==> config.mk <==
export PLATFORM = sky130hd
export DESIGN_NAME = decoder_w_hold_flat
export DESIGN_NICKNAME = d
export VERILOG_FILES = /design/src/rtl/decoder_w_hold_if.sv /design/src/rtl/decoder_w_hold.sv /design/src/flat_wrapper.sv
export SDC_FILE = /design/constraint.sdc
export NUM_CORES = 1
export LEC_CHECK = 0
export ABC_AREA = 0
export CORE_AREA = 5 5 42 44
export CTS_CLUSTER_SIZE = 14
export DETAILED_ROUTE_END_ITERATION = 7
export DIE_AREA = 0 0 47 49
export SETUP_SLACK_MARGIN = 0.1
export SYNTH_ARGS = -nofsm -noshare
export SYNTH_HDL_FRONTEND = slang
export SYNTH_SLANG_ARGS = --single-unit
==> constraint.sdc <==
create_clock -name clk -period 1 [get_ports clk]
set_input_delay 0.1 -clock clk [delete_from_list [all_inputs] [get_ports clk]]
set_output_delay 0.1 -clock clk [all_outputs]
set_load 0.01 [all_outputs]
==> src/rtl/decoder_w_hold_if.sv <==
// Handshake/bus bundle for decoder_w_hold: request code in, one-hot lines and status out.
interface decoder_w_hold_if #(
    parameter int unsigned IN_W  = 2,
    parameter int unsigned OUT_W = 4
);
    logic             en;
    logic [IN_W-1:0]  a;
    logic             ready;
    logic             busy;
    logic [OUT_W-1:0] y;
    logic             done;
    logic             err;

    modport master (
        output en,
        output a,
        input  ready,
        input  busy,
        input  y,
        input  done,
        input  err
    );

    modport slave (
        input  en,
        input  a,
        output ready,
        output busy,
        output y,
        output done,
        output err
    );
endinterface

==> src/rtl/decoder_w_hold.sv <==
// Registered binary-to-one-hot decoder; each accepted code drives its line for HOLD cycles.
// Optional out-of-range error pulse enabled by defining DECODER_ERR_DETECT_EN.
module decoder_w_hold #(
    parameter int unsigned IN_W  = 2,
    parameter int unsigned OUT_W = 4,
    parameter int unsigned HOLD  = 3
) (
    input logic              clk,
    input logic              rst_n,
    decoder_w_hold_if.slave  bus
);
    localparam int unsigned CntW = $clog2(HOLD + 1);

`ifdef DECODER_ERR_DETECT_EN
    localparam bit ErrEn = 1'b1;
`else
    localparam bit ErrEn = 1'b0;
`endif

    typedef enum logic [0:0] {StIdle, StHold} state_t;

    state_t           state_q;
    logic [CntW-1:0]  cnt_q;
    logic [OUT_W-1:0] y_q;
    logic             done_q;
    logic             err_q;
    logic [OUT_W-1:0] one_hot;
    logic             a_valid;

    // Lines only exist below OUT_W, so an empty decode means the code is out of range.
    always_comb begin
        one_hot = '0;
        for (int unsigned i = 0; i < OUT_W; i++) begin
            one_hot[i] = (bus.a == IN_W'(i));
        end
        a_valid = |one_hot;
    end

    always_ff @(posedge clk) begin
        if (!rst_n) begin
            state_q <= StIdle;
            cnt_q   <= '0;
            y_q     <= '0;
            done_q  <= 1'b0;
            err_q   <= 1'b0;
        end else begin
            done_q <= 1'b0;
            err_q  <= 1'b0;
            unique case (state_q)
                StIdle: begin
                    if (bus.en) begin
                        if (a_valid) begin
                            y_q     <= one_hot;
                            cnt_q   <= CntW'(HOLD - 1);
                            state_q <= StHold;
                        end else begin
                            err_q <= ErrEn;
                        end
                    end
                end
                StHold: begin
                    if (cnt_q != '0) begin
                        cnt_q <= cnt_q - CntW'(1);
                    end else begin
                        y_q     <= '0;
                        done_q  <= 1'b1;
                        state_q <= StIdle;
                    end
                end
                default: state_q <= StIdle;
            endcase
        end
    end

    assign bus.ready = (state_q == StIdle);
    assign bus.busy  = (state_q != StIdle);
    assign bus.y     = y_q;
    assign bus.done  = done_q;
    assign bus.err   = err_q;
endmodule

==> src/flat_wrapper.sv <==
// flat-port wrapper written by rule: the top's interface ports become plain ports
module decoder_w_hold_flat 
#(
    parameter int unsigned IN_W  = 2,
    parameter int unsigned OUT_W = 4,
    parameter int unsigned HOLD  = 3
)
  (clk, rst_n, bus_en, bus_a, bus_ready, bus_busy, bus_y, bus_done, bus_err);
  decoder_w_hold_if #(.IN_W(IN_W), .OUT_W(OUT_W)) bus_i ();
  input logic clk;
  input logic rst_n;
  input wire logic [$bits(bus_i.en)-1:0] bus_en;
  input wire logic [$bits(bus_i.a)-1:0] bus_a;
  output wire logic [$bits(bus_i.ready)-1:0] bus_ready;
  output wire logic [$bits(bus_i.busy)-1:0] bus_busy;
  output wire logic [$bits(bus_i.y)-1:0] bus_y;
  output wire logic [$bits(bus_i.done)-1:0] bus_done;
  output wire logic [$bits(bus_i.err)-1:0] bus_err;
  assign bus_i.en = bus_en;
  assign bus_i.a = bus_a;
  assign bus_ready = bus_i.ready;
  assign bus_busy = bus_i.busy;
  assign bus_y = bus_i.y;
  assign bus_done = bus_i.done;
  assign bus_err = bus_i.err;
  decoder_w_hold #(.IN_W(IN_W), .OUT_W(OUT_W), .HOLD(HOLD)) u_core (.clk(clk), .rst_n(rst_n), .bus(bus_i));
endmodule
==> results of run 1 <==
[state kept, by name, summed over array words and instances (netlist names)]
| name | count |
|---|---|
| u_core.bus.busy | 1 |
| u_core.cnt_q | 2 |
| u_core.bus.done | 1 |
| u_core.bus.y | 4 |
[cells by family (layout without fill, tap and decap cells)]
group / Yosys count / after routing / share of synthesized area, %
adder cells (fa/ha/maj): 1 / 1 / 3.88
buffers and inverters: 9 / 26 / 11.6
AO/OA/AOI/OAI: 6 / 6 / 14.0
other: 1 / 1 / 1.16
AND/OR/NAND/NOR: 12 / 12 / 19.8
flip-flops: 8 / 8 / 49.6
[per-layer routing]
layer / track usage (%) / up-vias / wire [um]
li1: - / 153 / -
met1: 7.32 / 128 / 264
met2: 9.05 / 7 / 321
met3: 5.54 / 0 / 51
met4: 2.76 / 0 / 0
met5: 0 / - / 0
[power by group]
part | internal, uW | switching, uW | total, uW
Sequential | 339 | 11.3 | 350
Clock | 136 | 92.2 | 228
Combinational | 75.4 | 60.0 | 135
[worst min-delay path, stage by stage (launching register included)]
cell and delay (ns):
sky130_fd_sc_hd__dfxtp_1 0.30, sky130_fd_sc_hd__inv_1 0.05, sky130_fd_sc_hd__o22ai_1 0.06
[repair_timing]
action / CTS / global route
setup buffers: 1 / 0
pin swaps: 5 / 5
gates resized for setup: 22 / 6
hold buffers: 0 / 0
setup endpoints to repair: 14 / 12
[synthesized netlist by cell type]
library cell,n
sky130_fd_sc_hd__o32ai_1,2
sky130_fd_sc_hd__o22ai_1,2
sky130_fd_sc_hd__nand2_1,4
sky130_fd_sc_hd__o211a_1,1
sky130_fd_sc_hd__and2_1,1
sky130_fd_sc_hd__dfxtp_1,8
sky130_fd_sc_hd__inv_1,8
sky130_fd_sc_hd__ha_1,1
sky130_fd_sc_hd__buf_4,1
sky130_fd_sc_hd__nand3b_1,1
sky130_fd_sc_hd__and3_1,1
sky130_fd_sc_hd__or2_1,1
sky130_fd_sc_hd__conb_1,1
sky130_fd_sc_hd__nor2b_1,2
sky130_fd_sc_hd__nand3_1,2
sky130_fd_sc_hd__o21ai_1,1
[metrics by stage]
step	cell area (sq um)	total power, uW	hold slack [ns]	cells
5_1_grt	509	764	0.476	70
3_3_place_gp	484	482	0.447	66
4_1_cts	509	726	0.462	70
6_report	509	714	0.458	70
3_5_place_dp	484	485	0.454	66
2_1_floorplan	339	419	0.194	37
[layout make-up]
type | instances | area (sq um)
inverters | 8 | 30.0
fillers | 157 | 892
well taps | 16 | 20.0
clock buffers | 3 | 22.5
repair buffers | 15 | 118
flip-flops and latches | 8 | 164
multi-input cells | 20 | 155
[worst max path at each step]
stage	start	end	slack, ns	depth (start not counted)
after floorplan	u_core.cnt_q[1]$_SDFFE_PN0P_	u_core.cnt_q[1]$_SDFFE_PN0P_	-0.09	5
after global placement	bus_en	u_core.cnt_q[1]$_SDFFE_PN0P_	-0.24	4
after detailed placement	bus_en	u_core.bus.y[1]$_SDFFE_PN0P_	-0.24	4
after CTS	u_core.cnt_q[0]$_SDFFE_PN0P_	u_core.cnt_q[1]$_SDFFE_PN0P_	-0.12	5
after global routing	u_core.cnt_q[0]$_SDFFE_PN0P_	u_core.cnt_q[1]$_SDFFE_PN0P_	-0.16	5
final	u_core.cnt_q[0]$_SDFFE_PN0P_	u_core.cnt_q[1]$_SDFFE_PN0P_	-0.11	5
==> flow_summary.yaml, run 1 <==
critical_path:
  crit_path_end_kind: "register"
  cp_slowest_stage_delay_ns: 0.32
  worst-setup-path-type: "register to register"
  r2r_setup_slack_ns: -0.11
  cp-start-kind: "register"
  worstPathBufferInverterCount: 1
  rr_endpoint: "u_core.cnt_q[1]$_SDFFE_PN0P_"
  cell_family_with_most_cp_delay: "flip-flops"
  worst_r2r_startpoint: "u_core.cnt_q[0]$_SDFFE_PN0P_"
  critical_path_arrival_ns: 1.24
  crit_path_cell_trace: "inv_2, ha_4, nor2b_2, or2_1, o211a_1"
  reg2regPathDepth: 5
  required_ns: 1.13
  cp_max_fo: 3
  critical-path-slowest-cell: "sky130_fd_sc_hd__dfxtp_2"
finish:
  commonest_cells_after_routing_fill_and_taps_aside: "6 x sky130_fd_sc_hd__inv_1, 5 x sky130_fd_sc_hd__dfxtp_1, 4 x sky130_fd_sc_hd__clkdlybuf4s50_1, 4 x sky130_fd_sc_hd__buf_2"
  finish.net_count: 62
  post-route-util_pct: 36.3
  insertedDiodeCount: 0
  final_common_cell: "sky130_fd_sc_hd__inv_1"
  area_growth_syn_to_layout_pct: 57.8
  share_of_cells_above_drive_strength_1_pct: 40.7
clocking:
  numCtsBuffers: 3
  worst_setup_hold_path_clk_slew_ns: 0.05
  h_tree_depth: 1
  clkSinkCount: 8
  ctsLongestPathBuffers: 2
  cts_tree: "done"
  insertion_delay_ns: 0.24
  clock-root-buffer: "sky130_fd_sc_hd__clkbuf_4"
synth:
  synthCells: 37
  synthesized_net_count: 43
  synth.distinct_cells: 16
  synthDominantAreaCellType: "sky130_fd_sc_hd__dfxtp_1"
  synthesis.area_sq_um: 323
  synth_area_per_cell_sq_um: 8.72
  yosys.area.top_type_share_pct: 49.6
  post_synth_main_area_contributors: "sky130_fd_sc_hd__dfxtp_1 50%, sky130_fd_sc_hd__inv_1 9.3%, sky130_fd_sc_hd__o32ai_1 5.4%"
  synthesis.yosys.warnings: 0
  synth_register_bits: 8
  synth_sequential_area_ratio_pct: 49.6
floorplanning:
  io_pins: 13
  std_cell_rows: 14
  coreArea_sq_um: 1400
  die_h_um: 49
  start_util_pct: 23.0
  die_x_um: 47
  die_area_sq_um: 2300
sta:
  grt_setup_unrepaired: "yes"
  min_period_over_period_pct: 111
  setup_viol: 7
  timing.final.crit_period_ns: 1.11
  fmaxAchievable_ghz: 0.905
  slew_violations: 0
  final.setup_skew_ns: 0.00287
  fin_setup_tns_ns: -0.496
  finalWorstSetupSlack_ns: -0.105
  final_hold_viol_count: 0
place:
  count_of_input_and_output_buffers: 11
  detailedPlace.worstSlack_ns: -0.245
  detailed_place_hpwl_um: 525
  gp_routability_congestion: 0.680
route:
  detail_route.iter0.violations: 5
  drt.antenna.violating_nets: 0
  vias_per_cell: 4.11
  drt-total-wl_um: 638
  num_vias: 288
  drt_first_pass_iters: 2
  detail_route.wl_per_cell_um: 9.11
  drc: 0
min_path:
  timing.hold.worst.start: "u_core.bus.y[3]$_SDFFE_PN0P_"
  worst_hold_path.endpoint: "u_core.bus.y[3]$_SDFFE_PN0P_"
  holdCritPathClass: "register to register"
  holdPathStages: 2
run:
  max_cap_viol_count: 0
global_routing:
  via_count_of_the_first_global_routing_pass: 253
  largest_net_degree_at_the_start_of_global_routing: 7
  globalRouteTotalUtil_pct: 6.64
  grt_antenna_before_repair: 0
  grt_pass1_wl_um: 1050
  grt_remaining_overflow: 0
status:
  outcome: "complete, but fails checks"
  violations_in_the_final_reports: "setup timing"
power:
  peakVddDrop_mv: 0.652
  leakage_uw: 0.000218
  cellPowerDensity_nw_per_um2: 1400
No activity file was read; power rests on OpenSTA's default activity.
==> inputs of run 2 (changes only) <==
--- a/config.mk
+++ b/config.mk
@@ -6,10 +6,15 @@
 export NUM_CORES = 1
 export LEC_CHECK = 0
 export ABC_AREA = 0
-export CORE_AREA = 5 5 42 44
+export CELL_PAD_IN_SITES_DETAIL_PLACEMENT = 2
+export CELL_PAD_IN_SITES_GLOBAL_PLACEMENT = 2
+export CORE_ASPECT_RATIO = 1.1
+export CORE_MARGIN = 5
+export CORE_UTILIZATION = 19
 export CTS_CLUSTER_SIZE = 14
 export DETAILED_ROUTE_END_ITERATION = 7
-export DIE_AREA = 0 0 47 49
+export PLACE_DENSITY_LB_ADDON = 0.1
+export RECOVER_POWER = 50
 export SETUP_SLACK_MARGIN = 0.1
 export SYNTH_ARGS = -nofsm -noshare
 export SYNTH_HDL_FRONTEND = slang
==> run 2 against run 1 <==
Against the previous run: the run still ends with setup timing left; cell count up 7.1%; clock power increased by 8.8%; sequential share of layout area down 1.5 points; register-to-register slack worse by 0.02 ns; worst setup slack got worse by 0.019 ns; clock skew is essentially flat; total power grew 7.7%; wire length is 49% higher; die area grew 14%; critical endpoint unchanged; highest routed layer is now met4.
==> flow_summary.yaml, run 2 (synthesis gave the netlist of run 1 again) <==
sta:
  hold_slack_ns: 0.470
  slew_violations: 0
  final.setup_skew_ns: 0.00332
  fmaxAchievable_ghz: 0.889
  grt_setup_unrepaired: "yes"
  setup_viol: 7
  final_hold_viol_count: 0
  timing.final.crit_period_ns: 1.12
  finalWorstSetupSlack_ns: -0.124
  min_period_over_period_pct: 112
floorplanning:
  die_x_um: 49.3
  start_util_pct: 20.2
  io_pins: 13
  std_cell_rows: 15
  coreArea_sq_um: 1600
  die_area_sq_um: 2620
  die_h_um: 53.2
route:
  num_vias: 337
  detail_route.iter0.violations: 1
  drt-total-wl_um: 949
  route.layer.met1.wl_um: 349
  drt_first_pass_iters: 2
  drt.antenna.violating_nets: 0
  sum_of_met2_wire_segment_lengths_after_detailed_routing_um: 482
  routed.top_layer: "met4"
  met3_wirelength_um: 72
  vias_per_cell: 4.49
  drc: 0
  detail_route.wl_per_cell_um: 12.7
finish:
  post-route-util_pct: 34.2
  share_of_cells_above_drive_strength_1_pct: 50.0
  final_common_cell: "sky130_fd_sc_hd__buf_4"
  layout.cells.non_filler: 75
  finish.net_count: 66
  insertedDiodeCount: 0
  filler_cell_count_in_the_final_layout: 179
  area.sequential_sq_um: 168
  multiInputGateArea_sq_um: 156
  area_growth_syn_to_layout_pct: 69.0
  commonest_cells_after_routing_fill_and_taps_aside: "7 x sky130_fd_sc_hd__buf_4, 5 x sky130_fd_sc_hd__inv_1, 4 x sky130_fd_sc_hd__clkdlybuf4s50_1, 4 x sky130_fd_sc_hd__dfxtp_1"
  largest_register_ff_count: 4
power:
  combPwrFrac_pct: 22.5
  clockPowerShare_pct: 32.2
  psw_uw: 193
  internal-power_uw: 576
  pwr-share-seq_pct: 45.4
  cellPowerDensity_nw_per_um2: 1410
  totalPowerFinal_uw: 769
  leakage_uw: 0.000234
  peakVddDrop_mv: 0.648
  netSwitchingFraction_pct: 25.1
clocking:
  numCtsBuffers: 3
  clkSinkCount: 8
  clock-root-buffer: "sky130_fd_sc_hd__clkbuf_4"
  ctsLongestPathBuffers: 2
  cts_tree: "done"
  h_tree_depth: 1
  worst_setup_hold_path_clk_slew_ns: 0.05
  cts_hold_buffers: 0
  insertion_delay_ns: 0.26
place:
  gp_routability_congestion: 0.759
  detailedPlace.worstSlack_ns: -0.265
  count_of_input_and_output_buffers: 11
  post-place-cells: 68
  detailed_place_hpwl_um: 742
run:
  max_cap_viol_count: 0
critical_path:
  crit_path_end_kind: "register"
  critical_path_arrival_ns: 1.26
  cp-start-kind: "register"
  cp_max_fo: 3
  worst-setup-path-type: "register to register"
  required_ns: 1.14
status:
  outcome: "complete, but fails checks"
  violations_in_the_final_reports: "setup timing"
global_routing:
  globalRouteTotalUtil_pct: 9.04
  grt_remaining_overflow: 0
  via_count_of_the_first_global_routing_pass: 369
  largest_net_degree_at_the_start_of_global_routing: 7
  grt_antenna_before_repair: 0
  grt_pass1_wl_um: 1630
min_path:
  holdCritPathClass: "primary input to register"
[run 2: cell count changes in the layout (fill, tap and decap cells not counted), moves of 2 or more]
cell	previous run	this run
sky130_fd_sc_hd__buf_2	4	2
sky130_fd_sc_hd__clkbuf_1	0	3
sky130_fd_sc_hd__buf_4	3	7
sky130_fd_sc_hd__buf_6	1	3
[run 2: power groups by stage]
stage	clock network, uW	registers [uW]	logic [uW]
CTS	273	351	149
global placement	0	354	136
detailed placement	0	357	142
global route	283	352	192
finish	248	349	173
floorplan	0	359	59.4
[run 2: area by class of cell]
cell class                 instances  share of cell area [%]
multi-input combinational         20                    28.7
clock buffer                       3                    4.13
inverter                           8                    5.50
timing repair buffer              19                    27.1
sequential                         8                    30.7
tap                               17                    3.90
[run 2: routing by layer]
| metal | vias up | GRT usage [%] |
|---|---|---|
| met5 | - | 0 |
| met1 | 157 | 7.90 |
| met2 | 13 | 14.8 |
| met3 | 5 | 4.23 |
| li1 | 162 | - |
| met4 | 0 | 9.42 |
[run 2: final timing paths]
check	from	end	slack [ns]	cells past startpoint
hold / removal	bus_a[0]	u_core.bus.y[2]$_SDFFE_PN0P_	0.47	2
setup reg to reg	u_core.cnt_q[1]$_SDFFE_PN0P_	u_core.cnt_q[1]$_SDFFE_PN0P_	-0.12	5
hold reg to reg	u_core.bus.y[1]$_SDFFE_PN0P_	u_core.bus.y[1]$_SDFFE_PN0P_	0.47	2
setup / recovery	u_core.cnt_q[1]$_SDFFE_PN0P_	u_core.cnt_q[1]$_SDFFE_PN0P_	-0.12	5
[run 2: critical path: stages (launching register included)]
cell and delay, ns:
sky130_fd_sc_hd__dfxtp_2 0.32, sky130_fd_sc_hd__inv_2 0.06, sky130_fd_sc_hd__ha_4 0.14, sky130_fd_sc_hd__nor2b_2 0.04
sky130_fd_sc_hd__or2_4 0.23, sky130_fd_sc_hd__o211a_1 0.21
[run 2: through the flow]
stage / instance area, sq um / setup TNS [ns]
2_1_floorplan: 339 / -0.0963
6_report: 546 / -0.578
3_5_place_dp: 493 / -1.61
3_3_place_gp: 493 / -1.37
4_1_cts: 520 / -0.738
5_1_grt: 546 / -1.07
[run 2: repair_timing]
action / in CTS / in global routing
pin swaps: 7 / 3
buffers inserted: 2 / 2
endpoints found under the setup margin: 15 / 11
cloned: 0 / 0
resized for setup: 35 / 6
